===== config.mk =====
export PLATFORM = sky130hd
export DESIGN_NAME = mux_8_1_rr_v
export DESIGN_NICKNAME = d
export VERILOG_FILES = /design/src/rtl/mux_pkg_v.sv /design/src/rtl/rr_arbiter_8_v.sv /design/src/rtl/mux_8_1_rr_v.sv
export SDC_FILE = /design/constraint.sdc
export NUM_CORES = 1
export LEC_CHECK = 0
export BUFFER_PORTS_ARGS = -buffer_cell sky130_fd_sc_hd__buf_2
export CORE_MARGIN = 2
export CORE_UTILIZATION = 40
export DETAILED_ROUTE_END_ITERATION = 12
export PLACE_DENSITY_LB_ADDON = 0.08
export SYNTH_ARGS = -nofsm -noshare
export SYNTH_HDL_FRONTEND = slang
export SYNTH_SLANG_ARGS = --single-unit

===== constraint.sdc =====
create_clock -name i_clk -period 3.5 [get_ports i_clk]
set_input_delay 0.7 -clock i_clk [delete_from_list [all_inputs] [get_ports i_clk]]
set_output_delay 0.7 -clock i_clk [all_outputs]
set_load 0.01 [all_outputs]

===== src/rtl/mux_pkg_v.sv =====
// Shared definitions for the 1:8 / 8:1 lane routing path.
package mux_pkg_v;

  localparam int unsigned N_LANES = 8;
  localparam int unsigned SEL_W   = 3;

  typedef enum logic {
    ST_EMPTY = 1'b0,
    ST_FULL  = 1'b1
  } out_state_e;

  // Index of the set bit in a one-hot vector (zero when no bit is set).
  function automatic logic [SEL_W-1:0] onehot_to_idx(input logic [N_LANES-1:0] oh);
    logic [SEL_W-1:0] idx;
    idx = '0;
    for (int unsigned k = 0; k < N_LANES; k++) begin
      if (oh[k]) idx = idx | SEL_W'(k);
    end
    return idx;
  endfunction

  // Rotate right: result[i] = v[(i + sh) mod N_LANES].
  function automatic logic [N_LANES-1:0] rotate_right(input logic [N_LANES-1:0] v,
                                                      input logic [SEL_W-1:0]   sh);
    logic [2*N_LANES-1:0] dbl;
    dbl = {v, v} >> sh;
    return dbl[N_LANES-1:0];
  endfunction

  // Rotate left: result[i] = v[(i - sh) mod N_LANES].
  function automatic logic [N_LANES-1:0] rotate_left(input logic [N_LANES-1:0] v,
                                                     input logic [SEL_W-1:0]   sh);
    logic [2*N_LANES-1:0] dbl;
    dbl = {v, v} << sh;
    return dbl[2*N_LANES-1:N_LANES];
  endfunction

endpackage


===== src/rtl/rr_arbiter_8_v.sv =====
// Combinational 8-way round-robin arbiter; the lane after last_ptr has top priority.
module rr_arbiter_8_v
  import mux_pkg_v::*;
(
  input  logic [N_LANES-1:0] req,
  input  logic [SEL_W-1:0]   last_ptr,
  input  logic               en,
  output logic [N_LANES-1:0] gnt_onehot,
  output logic [SEL_W-1:0]   gnt_idx,
  output logic               gnt_any
);

  logic [SEL_W-1:0]   start;
  logic [N_LANES-1:0] req_rot;
  logic [N_LANES-1:0] pick_rot;

  // Rotate so the search start sits at bit 0, take the lowest set bit, rotate back.
  always_comb begin
    start      = last_ptr + SEL_W'(1);
    req_rot    = rotate_right(req, start);
    pick_rot   = req_rot & (~req_rot + N_LANES'(1));
    gnt_onehot = en ? rotate_left(pick_rot, start) : '0;
    gnt_idx    = onehot_to_idx(gnt_onehot);
    gnt_any    = |gnt_onehot;
  end

endmodule


===== src/rtl/mux_8_1_rr_v.sv =====
// Eight-lane round-robin collector with a registered valid/ready output stage.
module mux_8_1_rr_v
  import mux_pkg_v::*;
#(
  parameter int unsigned DATA_W = 8
) (
  input  logic                        i_clk,
  input  logic                        i_rst,
  input  logic [N_LANES-1:0]          i_valid,
  input  logic [N_LANES*DATA_W-1:0]   i_data,
  output logic [N_LANES-1:0]          o_ready,
  output logic                        o_valid,
  output logic [DATA_W-1:0]           o_data,
  output logic [SEL_W-1:0]            o_sel_code,
  input  logic                        i_ready
);

  out_state_e          state_q, state_d;
  logic [DATA_W-1:0]   data_q, data_d;
  logic [SEL_W-1:0]    sel_q, sel_d;
  logic [SEL_W-1:0]    last_ptr_q, last_ptr_d;

  logic                load_en;
  logic                arb_en;
  logic [N_LANES-1:0]  gnt_onehot;
  logic [SEL_W-1:0]    gnt_idx;
  logic                gnt_any;
  logic [DATA_W-1:0]   lane_word;

  assign load_en = (state_q == ST_EMPTY) || i_ready;
  // Reset gates the grant so no lane sees o_ready while the stage is being cleared.
  assign arb_en  = load_en && !i_rst;

  rr_arbiter_8_v u_arb (
    .req        (i_valid),
    .last_ptr   (last_ptr_q),
    .en         (arb_en),
    .gnt_onehot (gnt_onehot),
    .gnt_idx    (gnt_idx),
    .gnt_any    (gnt_any)
  );

  // Register output stage state, word, source code and round-robin pointer.
  always_ff @(posedge i_clk) begin
    if (i_rst) begin
      state_q    <= ST_EMPTY;
      data_q     <= '0;
      sel_q      <= '0;
      last_ptr_q <= '1;
    end else begin
      state_q    <= state_d;
      data_q     <= data_d;
      sel_q      <= sel_d;
      last_ptr_q <= last_ptr_d;
    end
  end

  // Next state: load the granted word, drain to EMPTY, or hold under backpressure.
  always_comb begin
    lane_word = '0;
    for (int unsigned k = 0; k < N_LANES; k++) begin
      if (gnt_onehot[k]) lane_word = i_data[k*DATA_W +: DATA_W];
    end
    state_d    = state_q;
    data_d     = data_q;
    sel_d      = sel_q;
    last_ptr_d = last_ptr_q;
    if (load_en) begin
      if (gnt_any) begin
        state_d    = ST_FULL;
        data_d     = lane_word;
        sel_d      = gnt_idx;
        last_ptr_d = gnt_idx;
      end else begin
        state_d = ST_EMPTY;
      end
    end
  end

  // Outputs: registered word plus combinational per-lane accept strobe.
  always_comb begin
    o_valid    = (state_q == ST_FULL);
    o_data     = data_q;
    o_sel_code = sel_q;
    o_ready    = gnt_onehot;
  end

endmodule

==> run_results.csv, run 1 <==
group,metric,value,unit
outcome,run_status,"completed",
global_routing,grt_util_all_layers,0.252,
worst_setup_path,crit_buf_inv,4,
placement,place_area,3030,um2
timing,timing.final.crit_period,3.50,ns
worst_setup_path,crit_fanout,7,
worst_setup_path,start_kind,"flip-flop",
route,drt_pass_1_iters,5,
worst_setup_path,setup.worst_path.class,"flip-flop to output pin",
worst_setup_path,setup.worst_path.end_class,"output pin",
worst_setup_path,required_time_worst_endpoint,2.80,ns
power,pwr_density_cell,1070,nW/um2
clock_network,clock_latency,0.25,ns
placement,io_buffers,94,
route,detail_route.drc_violations,0,
yosys,yosys_warnings,0,
flow_run,drv.max_cap_violation_count,0,
floorplan,die_height,78.6,um
route,antenna_left,0,
global_routing,grt_max_degree,20,
power,vdd_ir_drop_max,689,uV
yosys,synth_area_leader,"dfxtp_1",
floorplan,design.portCount,95,
yosys,yosysUniqueCellTypes,74,
clock_network,numCtsBuffers,3,
global_routing,grt_first_pass_wirelength,12600,um
timing,final_hold_viol_count,0,
global_routing,grt-ovfl-total,0,
yosys,ys_async_sr_fraction,0,
timing,hold_slack,0.459,ns
yosys,synth-seq-cells,15,
timing,layout_setup_ws,0.00347,ns
clock_network,clock_slew_seen_by_the_registers_of_the_worst_setup_and_hold_paths,0.06,ns
timing,setup_viol,0,
timing,crit_share_post_route,0.999,
final_layout,fillCellCount,473,
final_layout,layout.cell_area.non_filler,3430,um2
yosys,most_used_flip_flop_cell_after_synthesis,"dfxtp_1",
floorplan,fp.dieArea,6170,um2
power,power.leakage,1.60,nW
worst_setup_path,cp_cell_sequence,"ha_4, buf_12, or3b_4, a2111oi_4, o21a_1, a21oi_2, nor3_2, buf_4, o21ai_4, inv_2, buf_6",
timing,rsz0062_at_grt,"true",
yosys,yosysSeqAreaShare,0.135,
yosys,synth_area_leaders,"dfxtp_1, a22o_1, o311a_1, o221a_2, a211o_1",
worst_setup_path,critical_path_arrival,2.80,ns
timing,slew_headroom,0.650,
global_routing,vias_in_the_first_global_route,2568,
route,vias,2807,
route,wl,8180,um
floorplan,floorplan.core_area,5440,um2
yosys,post_synthesis_instance_total,258,
timing,final_max_slew_viol_count,0,
timing,tightest_pin_transition,0.523,ns
timing,worst_clock_skew,0.00157,ns
final_layout,fin_nets,473,
global_routing,initial_antenna_violation_count,0,
timing,max_freq,286,MHz
clock_network,htree_levels,1,
clock_network,cts_sinks,15,
final_layout,drive_gt1_frac,0.576,
clock_network,cts_tree,"yes",
route,routedWlPerCell,17.5,um
yosys,mappedNetlistArea,2220,um2
worst_setup_path,timing.critical_path.slowest_stage_cell,"or3b_4",
worst_hold_path,path_category_of_the_worst_min_delay_check,"flip-flop to flip-flop",
placement,placement.setup.worst_slack,-0.0517,ns
worst_setup_path,critical_path.max_stage_delay,0.42,ns
final_layout,num_antenna_cells,0,
yosys,synth_area_per_cell,8.62,um2
final_layout,area.growth.synth_to_final,54.1,%
yosys,synth_largest_type_area_fraction,0.135,
worst_setup_path,cpLargestDelayFamily,"compound AO/OA/AOI/OAI gates",
clock_network,clock_tree.buffer_depth,2,
floorplan,die_width,78.6,um
floorplan,initial_core_util,0.409,
floorplan,placementRows,27,
clock_network,cts_root_buffer,"clkbuf_8",
yosys,synth_nets,334,
placement,place_congestion,0.980,
route,first_iter_violations,190,
placement,detailed_place_hpwl,6280,um
yosys,synth_edf_count,0,
route,via_per_inst,6.00,
cells in the mapped netlist (7+ instances only):
cell type	n
a22o_1	18
dfxtp_1	15
nand2_1	15
nor2_1	13
and3_1	10
o311a_1	10
a211o_1	9
a21oi_1	9
or2_1	9
buf_2	8
o221a_2	8
a211oi_1	7
clkbuf_1	7
inv_1	7
path summary, 6_finish.rpt:
path	startpoint	end	slack, ns	cells past startpoint
min reg2reg	o_sel_code[1]	o_sel_code[1]	0.46	2
min	o_sel_code[1]	o_sel_code[1]	0.46	2
max reg2reg	last_ptr_q[1]	o_data[0]	0.07	12
max	last_ptr_q[1]	o_ready[3]	0.003	11
tightest hold or removal path, delay by kind of cell (launching register included):
| family | cells | cell delay, ns |
|---|---|---|
| AOI/OAI and AO/OA | 1 | 0.05 |
| and+or+nand+nor | 1 | 0.05 |
| DFF | 1 | 0.31 |
sequential cells by signal, indices dropped and copies added, names as in the netlist:
register / count
o_data: 8
o_sel_code: 3
o_valid: 1
last_ptr_q: 3
cells in the final DEF (no fill, tap or decap), types with 3 or more instances in the layout:
cell type   n
a211o_1     9
a211oi_1    6
a21oi_1     5
a21oi_2     5
a22o_1     17
a311oi_1    4
a31oi_1     3
and2_1      3
and3_1      9
buf_2      91
buf_4      59
buf_6       3
clkbuf_8    3
dfxtp_1    13
inv_1       6
mux2_2      4
mux2i_2     3
mux2i_4     3
nand2_1    15
nand3_1     4
nor2_1     13
nor3_1      3
nor3_2      3
nor3b_1     6
o211ai_1    4
o221a_2     8
o221ai_2    3
o311a_1    10
or2_1       9
or3_4       3
through the flow:
step           std cells  TNS (ns)  power (mW)  utilization
2_1_floorplan        258         0        2.21            -
6_report             468         0        3.67        0.630
4_1_cts              460   -0.0365        3.32        0.585
5_1_grt              468    -0.760        3.95        0.630
3_5_place_dp         451    -0.204        3.03        0.557
3_3_place_gp         451    -0.163        3.02        0.557
what timing repair did:
action | 4_1_cts | 5_1_grt
gates resized for setup | 17 | 29
hold buffers | 0 | 0
buffers inserted | 5 | 7
gates cloned | 0 | 1
endpoints found under the setup margin | 16 | 17
pin swaps | 7 | 14
power breakdown:
part	leakage [nW]	internal, mW	switching (mW)
clock network	0.0228	0.0806	0.0571
registers	0.125	0.258	0.0468
logic	1.46	1.57	1.66
final cells by class:
cell class	instances	area [um2]	area share
Tap cell	72	90.1	0.0263
Multi-Input combinational cell	211	1940	0.567
Inverter	9	33.8	0.00986
Sequential cell	15	303	0.0884
Timing Repair Buffer	157	1010	0.295
Clock buffer	4	45.0	0.0131
routing by layer:
layer	vias to the layer above	wire length, um	track usage
li1	1334	-	-
met1	1349	3540	0.351
met2	109	3970	0.407
met3	15	541	0.0333
met4	0	128	0.0649
met5	-	0	0
logic make-up after synthesis:
logic type,after synthesis,synth area share
AOI/OAI and AO/OA,115,0.486
and+or+nand+nor,80,0.206
buffers and inverters,32,0.0878
DFF,15,0.135
muxes,13,0.0687
xor gates and xnor gates,2,0.0113
adders and majority gates,1,0.00563
Note: power is estimated with default switching activity, not from simulation.
==> run 2: changes to the inputs <==
--- a/config.mk
+++ b/config.mk
@@ -7,7 +7,7 @@
 export LEC_CHECK = 0
 export BUFFER_PORTS_ARGS = -buffer_cell sky130_fd_sc_hd__buf_2
 export CORE_MARGIN = 2
-export CORE_UTILIZATION = 40
+export CORE_UTILIZATION = 49
 export DETAILED_ROUTE_END_ITERATION = 12
 export PLACE_DENSITY_LB_ADDON = 0.08
 export SYNTH_ARGS = -nofsm -noshare
==> run_results.csv, run 2 (synthesis gave the netlist of run 1 again) <==
group,metric,value,unit
worst_setup_path,setup.worst_path.class,"flip-flop to output pin",
route,routedWlPerCell,19.4,um
route,wl_met2,4060,um
global_routing,grt_first_pass_wirelength,12200,um
clock_network,htree_levels,1,
worst_hold_path,path_category_of_the_worst_min_delay_check,"flip-flop to flip-flop",
clock_network,clock_latency,0.25,ns
route,topRoutingLayerUsed,"met4",
clock_network,clock_tree.buffer_depth,2,
final_layout,fillCellCount,284,
timing,worst_clock_skew,0.00610,ns
route,drt_pass_1_iters,5,
power,vdd_ir_drop_max,880,uV
timing,hold_slack,0.457,ns
timing,tightest_pin_transition,0.517,ns
route,vias,2892,
floorplan,die_height,71.4,um
global_routing,grt_util_all_layers,0.294,
timing,timing.final.crit_period,3.51,ns
route,via_per_inst,6.50,
flow_run,drv.max_cap_violation_count,0,
timing,final_max_slew_viol_count,0,
route,antenna_left,0,
final_layout,ff_latch_area,303,um2
timing,slew_headroom,0.654,
global_routing,initial_antenna_violation_count,0,
timing,max_freq,285,MHz
final_layout,drive_gt1_frac,0.595,
floorplan,fp.dieArea,5090,um2
final_layout,layout_commonest_cell,"buf_2",
floorplan,initial_core_util,0.511,
route,wl,8650,um
clock_network,numCtsBuffers,3,
route,met3_wire_length,735,um
timing,final_hold_viol_count,0,
floorplan,floorplan.core_area,4350,um2
placement,detailed_place_hpwl,5910,um
final_layout,commonest_cells_after_routing_fill_and_taps_aside,"buf_2, buf_4, a22o_1",
power,pwr_density_cell,1100,nW/um2
clock_network,clock_slew_seen_by_the_registers_of_the_worst_setup_and_hold_paths,0.06,ns
clock_network,cts_sinks,15,
timing,rsz0062_at_grt,"true",
floorplan,design.portCount,95,
power,power.leakage,1.60,nW
floorplan,placementRows,24,
worst_setup_path,critical_path_arrival,2.81,ns
placement,place_congestion,0.924,
final_layout,flip_flop_count_of_the_largest_register_after_layout,8,
worst_setup_path,start_kind,"flip-flop",
final_layout,layout.cell_area.non_filler,3440,um2
timing,timing.setup.tns,-0.0118,ns
global_routing,grt-ovfl-total,0,
power,finalPower,3.77,mW
outcome,run_status,"finished with violations",
worst_setup_path,required_time_worst_endpoint,2.80,ns
final_layout,fin_nets,470,
final_layout,area.growth.synth_to_final,54.7,%
route,wl_met1,3620,um
timing,setup_viol,2,
timing,layout_setup_ws,-0.00911,ns
outcome,violated_checks,"setup timing",
final_layout,num_antenna_cells,0,
worst_setup_path,setup.worst_path.end_class,"output pin",
floorplan,die_width,71.4,um
placement,io_buffers,94,
global_routing,vias_in_the_first_global_route,2537,
route,detail_route.drc_violations,0,
timing,crit_share_post_route,1.00,
route,first_iter_violations,280,
global_routing,grt_max_degree,27,
placement,place_area,2930,um2
clock_network,cts_tree,"yes",
clock_network,cts_root_buffer,"clkbuf_8",
worst_setup_path,crit_fanout,8,
final_layout,multiInputGateArea,1980,um2
-- run 2: changes by cell type in the layout (fill, tap and decap cells not counted), moves of 2 or more --
cell / before / now
buf_2: 91 / 89
buf_6: 3 / 7
a311oi_1: 4 / 1
a311oi_2: 0 / 3
buf_4: 59 / 54
-- run 2: power by group --
part,switching (mW),internal [mW]
clock,0.0611,0.0788
sequential,0.0450,0.258
combinational,1.72,1.61
total,1.83,1.95
-- run 2: per-layer routing --
metal | vias to the layer above | track usage
met2 | 187 | 0.465
met1 | 1351 | 0.418
li1 | 1327 | -
met3 | 27 | 0.0464
met5 | - | 0
met4 | 0 | 0.0755
-- run 2: what timing repair did --
action | in CTS | in global routing
setup buffers | 4 | 15
hold buffers | 0 | 0
pin swaps | 6 | 19
endpoints found under the hold margin | 0 | 0
endpoints found under the setup margin | 8 | 17
cloned | 0 | 1
resized for setup | 17 | 41
-- run 2: per-stage QoR --
step	utilization	worst slack [ns]	std cells
2_1_floorplan	-	0.0836	258
3_3_place_gp	0.673	-0.0146	421
3_5_place_dp	0.673	-0.0140	421
4_1_cts	0.711	-0.0116	429
5_1_grt	0.790	-0.0801	445
6_report	0.790	-0.00911	445
-- run 2: critical path: stages, from the launching register on --
cell and delay (ns):
dfxtp_2 0.33, ha_4 0.32, buf_4 0.15, or3b_4 0.42, a211oi_4 0.27, or2_4 0.21, a32oi_4 0.14, buf_4 0.17
o211ai_2 0.17, o211a_4 0.26, buf_6 0.12
-- run 2: final timing paths --
check | from | end | slack, ns | cells after the start
min | o_data[0] | o_data[0] | 0.46 | 1
max reg2reg | last_ptr_q[0] | o_data[5] | 0.03 | 14
min reg2reg | o_data[0] | o_data[0] | 0.46 | 1
max | last_ptr_q[0] | o_ready[0] | -0.009 | 10
-- run 2: layout make-up --
| type | instances | area share |
|---|---|---|
| Clock inverter | 1 | 0.00146 |
| Multi-Input combinational cell | 211 | 0.575 |
| Tap cell | 52 | 0.0189 |
| Inverter | 9 | 0.00982 |
| Clock buffer | 3 | 0.0120 |
| Timing Repair Buffer | 154 | 0.295 |
| Sequential cell | 15 | 0.0880 |
==> run 3: changes to the inputs <==
--- a/config.mk
+++ b/config.mk
@@ -5,9 +5,10 @@
 export SDC_FILE = /design/constraint.sdc
 export NUM_CORES = 1
 export LEC_CHECK = 0
+export ABC_AREA = 1
 export BUFFER_PORTS_ARGS = -buffer_cell sky130_fd_sc_hd__buf_2
 export CORE_MARGIN = 2
-export CORE_UTILIZATION = 49
+export CORE_UTILIZATION = 48
 export DETAILED_ROUTE_END_ITERATION = 12
 export PLACE_DENSITY_LB_ADDON = 0.08
 export SYNTH_ARGS = -nofsm -noshare
==> run_results.csv, run 3 <==
group,metric,value,unit
outcome,run_status,"completed",
floorplan,die_height,69.6,um
final_layout,flip_flop_count_of_the_largest_register_after_layout,8,
yosys,synthesized_area_fraction_occupied_by_ao_oa_aoi_and_oai_cells,0.0813,
global_routing,initial_antenna_violation_count,0,
yosys,synth.top_cells.by_count,"nand2_1, nand3_1, nor2_1",
final_layout,area.growth.synth_to_final,26.3,%
route,detail_route.drc_violations,0,
yosys,synth_edf_count,0,
clock_network,cts_root_buffer,"clkbuf_8",
floorplan,die_width,69.6,um
yosys,mappedNetlistArea,2060,um2
clock_network,cts_sinks,15,
yosys,yosys.area_share.adder,0.00606,
final_layout,fin_nets,540,
global_routing,vias_in_the_first_global_route,2175,
yosys,yosys-mux-area-fraction,0,
floorplan,initial_core_util,0.508,
final_layout,final_util,0.642,
timing,rsz0062_at_grt,"false",
clock_network,numCtsBuffers,3,
timing,max_freq,302,MHz
final_layout,layout_commonest_cell,"nand2_1",
route,met3_wire_length,398,um
route,wl_met1,2960,um
yosys,synth-xor-area-share,0,
route,first_iter_violations,144,
timing,crit_share_post_route,0.946,
floorplan,placementRows,23,
timing,tightest_pin_transition,0.508,ns
yosys,synth_top_family_by_area,"simple AND/OR/NAND/NOR gates",
route,vias,2587,
timing,setup_viol,0,
route,routedWlPerCell,11.6,um
timing,final_hold_viol_count,0,
worst_setup_path,critical_path_arrival,2.61,ns
timing,slew_headroom,0.661,
yosys,yosys_warnings,0,
route,via_per_inst,5.04,
floorplan,fp.dieArea,4840,um2
timing,timing.setup.tns,0,ns
clock_network,htree_levels,1,
route,topRoutingLayerUsed,"met4",
yosys,synth_nets,445,
yosys,synth_area_leaders,"nand2_1, dfxtp_1, nand3_1, nor2_1, nand4_1",
worst_setup_path,start_kind,"flip-flop",
placement,io_buffers,94,
power,power.leakage,1.49,nW
clock_network,clock_tree.buffer_depth,2,
placement,place_congestion,0.874,
yosys,most_used_flip_flop_cell_after_synthesis,"dfxtp_1",
clock_network,clock_latency,0.24,ns
timing,worst_clock_skew,0.00133,ns
placement,detailed_place_hpwl,4940,um
global_routing,grt_util_all_layers,0.241,
worst_setup_path,crit_fanout,16,
yosys,synth_area_leader,"nand2_1",
worst_setup_path,required_time_worst_endpoint,2.80,ns
worst_setup_path,setup.worst_path.class,"flip-flop to output pin",
global_routing,grt-ovfl-total,0,
yosys,synth_largest_type_area_fraction,0.258,
clock_network,clock_slew_seen_by_the_registers_of_the_worst_setup_and_hold_paths,0.05,ns
floorplan,floorplan.core_area,4060,um2
final_layout,drive_gt1_frac,0.311,
yosys,synth_area_per_cell,5.59,um2
timing,final_max_slew_viol_count,0,
yosys,synthSimpleGateAreaFrac,0.653,
yosys,ys_async_sr_fraction,0,
final_layout,num_antenna_cells,0,
flow_run,drv.max_cap_violation_count,0,
yosys,yosysSeqAreaShare,0.146,
timing,timing.final.crit_period,3.31,ns
global_routing,grt_max_degree,20,
clock_network,cts_tree,"yes",
yosys,post_synthesis_instance_total,369,
clock_network,holdBufCountCts,0,
yosys,synthMostInstantiatedCell,"nand2_1",
yosys,synth-seq-cells,15,
final_layout,commonest_cells_after_routing_fill_and_taps_aside,"nand2_1, buf_2, nand3_1",
power,vdd_ir_drop_max,485,uV
route,wl,5950,um
global_routing,grt_first_pass_wirelength,9880,um
floorplan,design.portCount,95,
worst_hold_path,path_category_of_the_worst_min_delay_check,"flip-flop to flip-flop",
power,pwr_density_cell,1120,nW/um2
route,antenna_left,0,
yosys,yosysUniqueCellTypes,29,
route,drt_pass_1_iters,5,
route,wl_met2,2570,um
final_layout,fillCellCount,428,
worst_setup_path,setup.worst_path.end_class,"output pin",
[run 3: cell types whose count changed in the layout (fill, tap and decap cells not counted), moves of 19 or more]
cell / previous run / this run
nand2_1: 15 / 142
nand3_1: 4 / 57
buf_4: 54 / 6
nor2_1: 13 / 45
inv_1: 6 / 25
[run 3: path summary, 6_finish.rpt]
kind / slack [ns] / start / cells past startpoint / endpoint
worst max-delay path: 0.19 / last_ptr_q[1] / 15 / o_ready[5]
worst min-delay path: 0.48 / o_sel_code[0] / 2 / o_sel_code[0]
worst min register to register: 0.48 / o_sel_code[0] / 2 / o_sel_code[0]
worst max register to register: 0.64 / last_ptr_q[0] / 18 / o_data[0]
[run 3: logic make-up after synthesis]
logic type	after synthesis
flops	15
fa+ha+maj	1
compound gates	22
simple gates	287
buf+inv	44
[run 3: per-stage QoR]
stage	total power, mW	setup WS [ns]	instances	hold WS (ns)	cell area (um2)
final	2.91	0.188	513	0.478	2610
after global routing	3.25	0.0152	513	0.501	2610
after CTS	2.85	0.137	511	0.478	2570
after detailed placement	2.71	0.406	507	0.468	2530
after global placement	2.69	0.407	507	0.463	2530
after floorplan	2.29	0.806	369	0.462	2060
[run 3: cell type report]
type,instances,area [um2],area share
tap,50,62.6,0.0240
sequential,15,300,0.115
multi-input combinational,310,1540,0.590
clock buffer,4,45.0,0.0173
inverter,33,135,0.0518
timing repair buffer,101,527,0.202
[run 3: worst max-delay path, cell delays in order, from the launching register on]
cell and delay [ns]:
dfxtp_1 0.31, ha_1 0.35, buf_6 0.19, nand3_1 0.09, nand2_1 0.11, nand2_1 0.06, nand2_1 0.20, nand2_1 0.08
nor2_1 0.16, nand2_1 0.08, nand2_1 0.10, nand3_2 0.10, nand3_1 0.08, nand3_1 0.11, clkinv_1 0.19, buf_2 0.17
[run 3: where the power goes]
group	internal [mW]	leakage, nW	switching [mW]	total [mW]
combinational	0.822	1.34	1.67	2.49
sequential	0.252	0.125	0.0382	0.290
clock	0.0803	0.0228	0.0513	0.132
[run 3: timing repair]
item	4_1_cts	5_1_grt
hold endpoints to repair	0	0
setup endpoints to repair	0	7
gates resized for setup	0	6
buffers inserted	0	2
[run 3: per-layer routing]
metal | vias to the layer above | track usage
met5 | - | 0
met4 | 0 | 0.0327
met3 | 2 | 0.0203
met2 | 100 | 0.366
met1 | 1100 | 0.376
li1 | 1385 | -
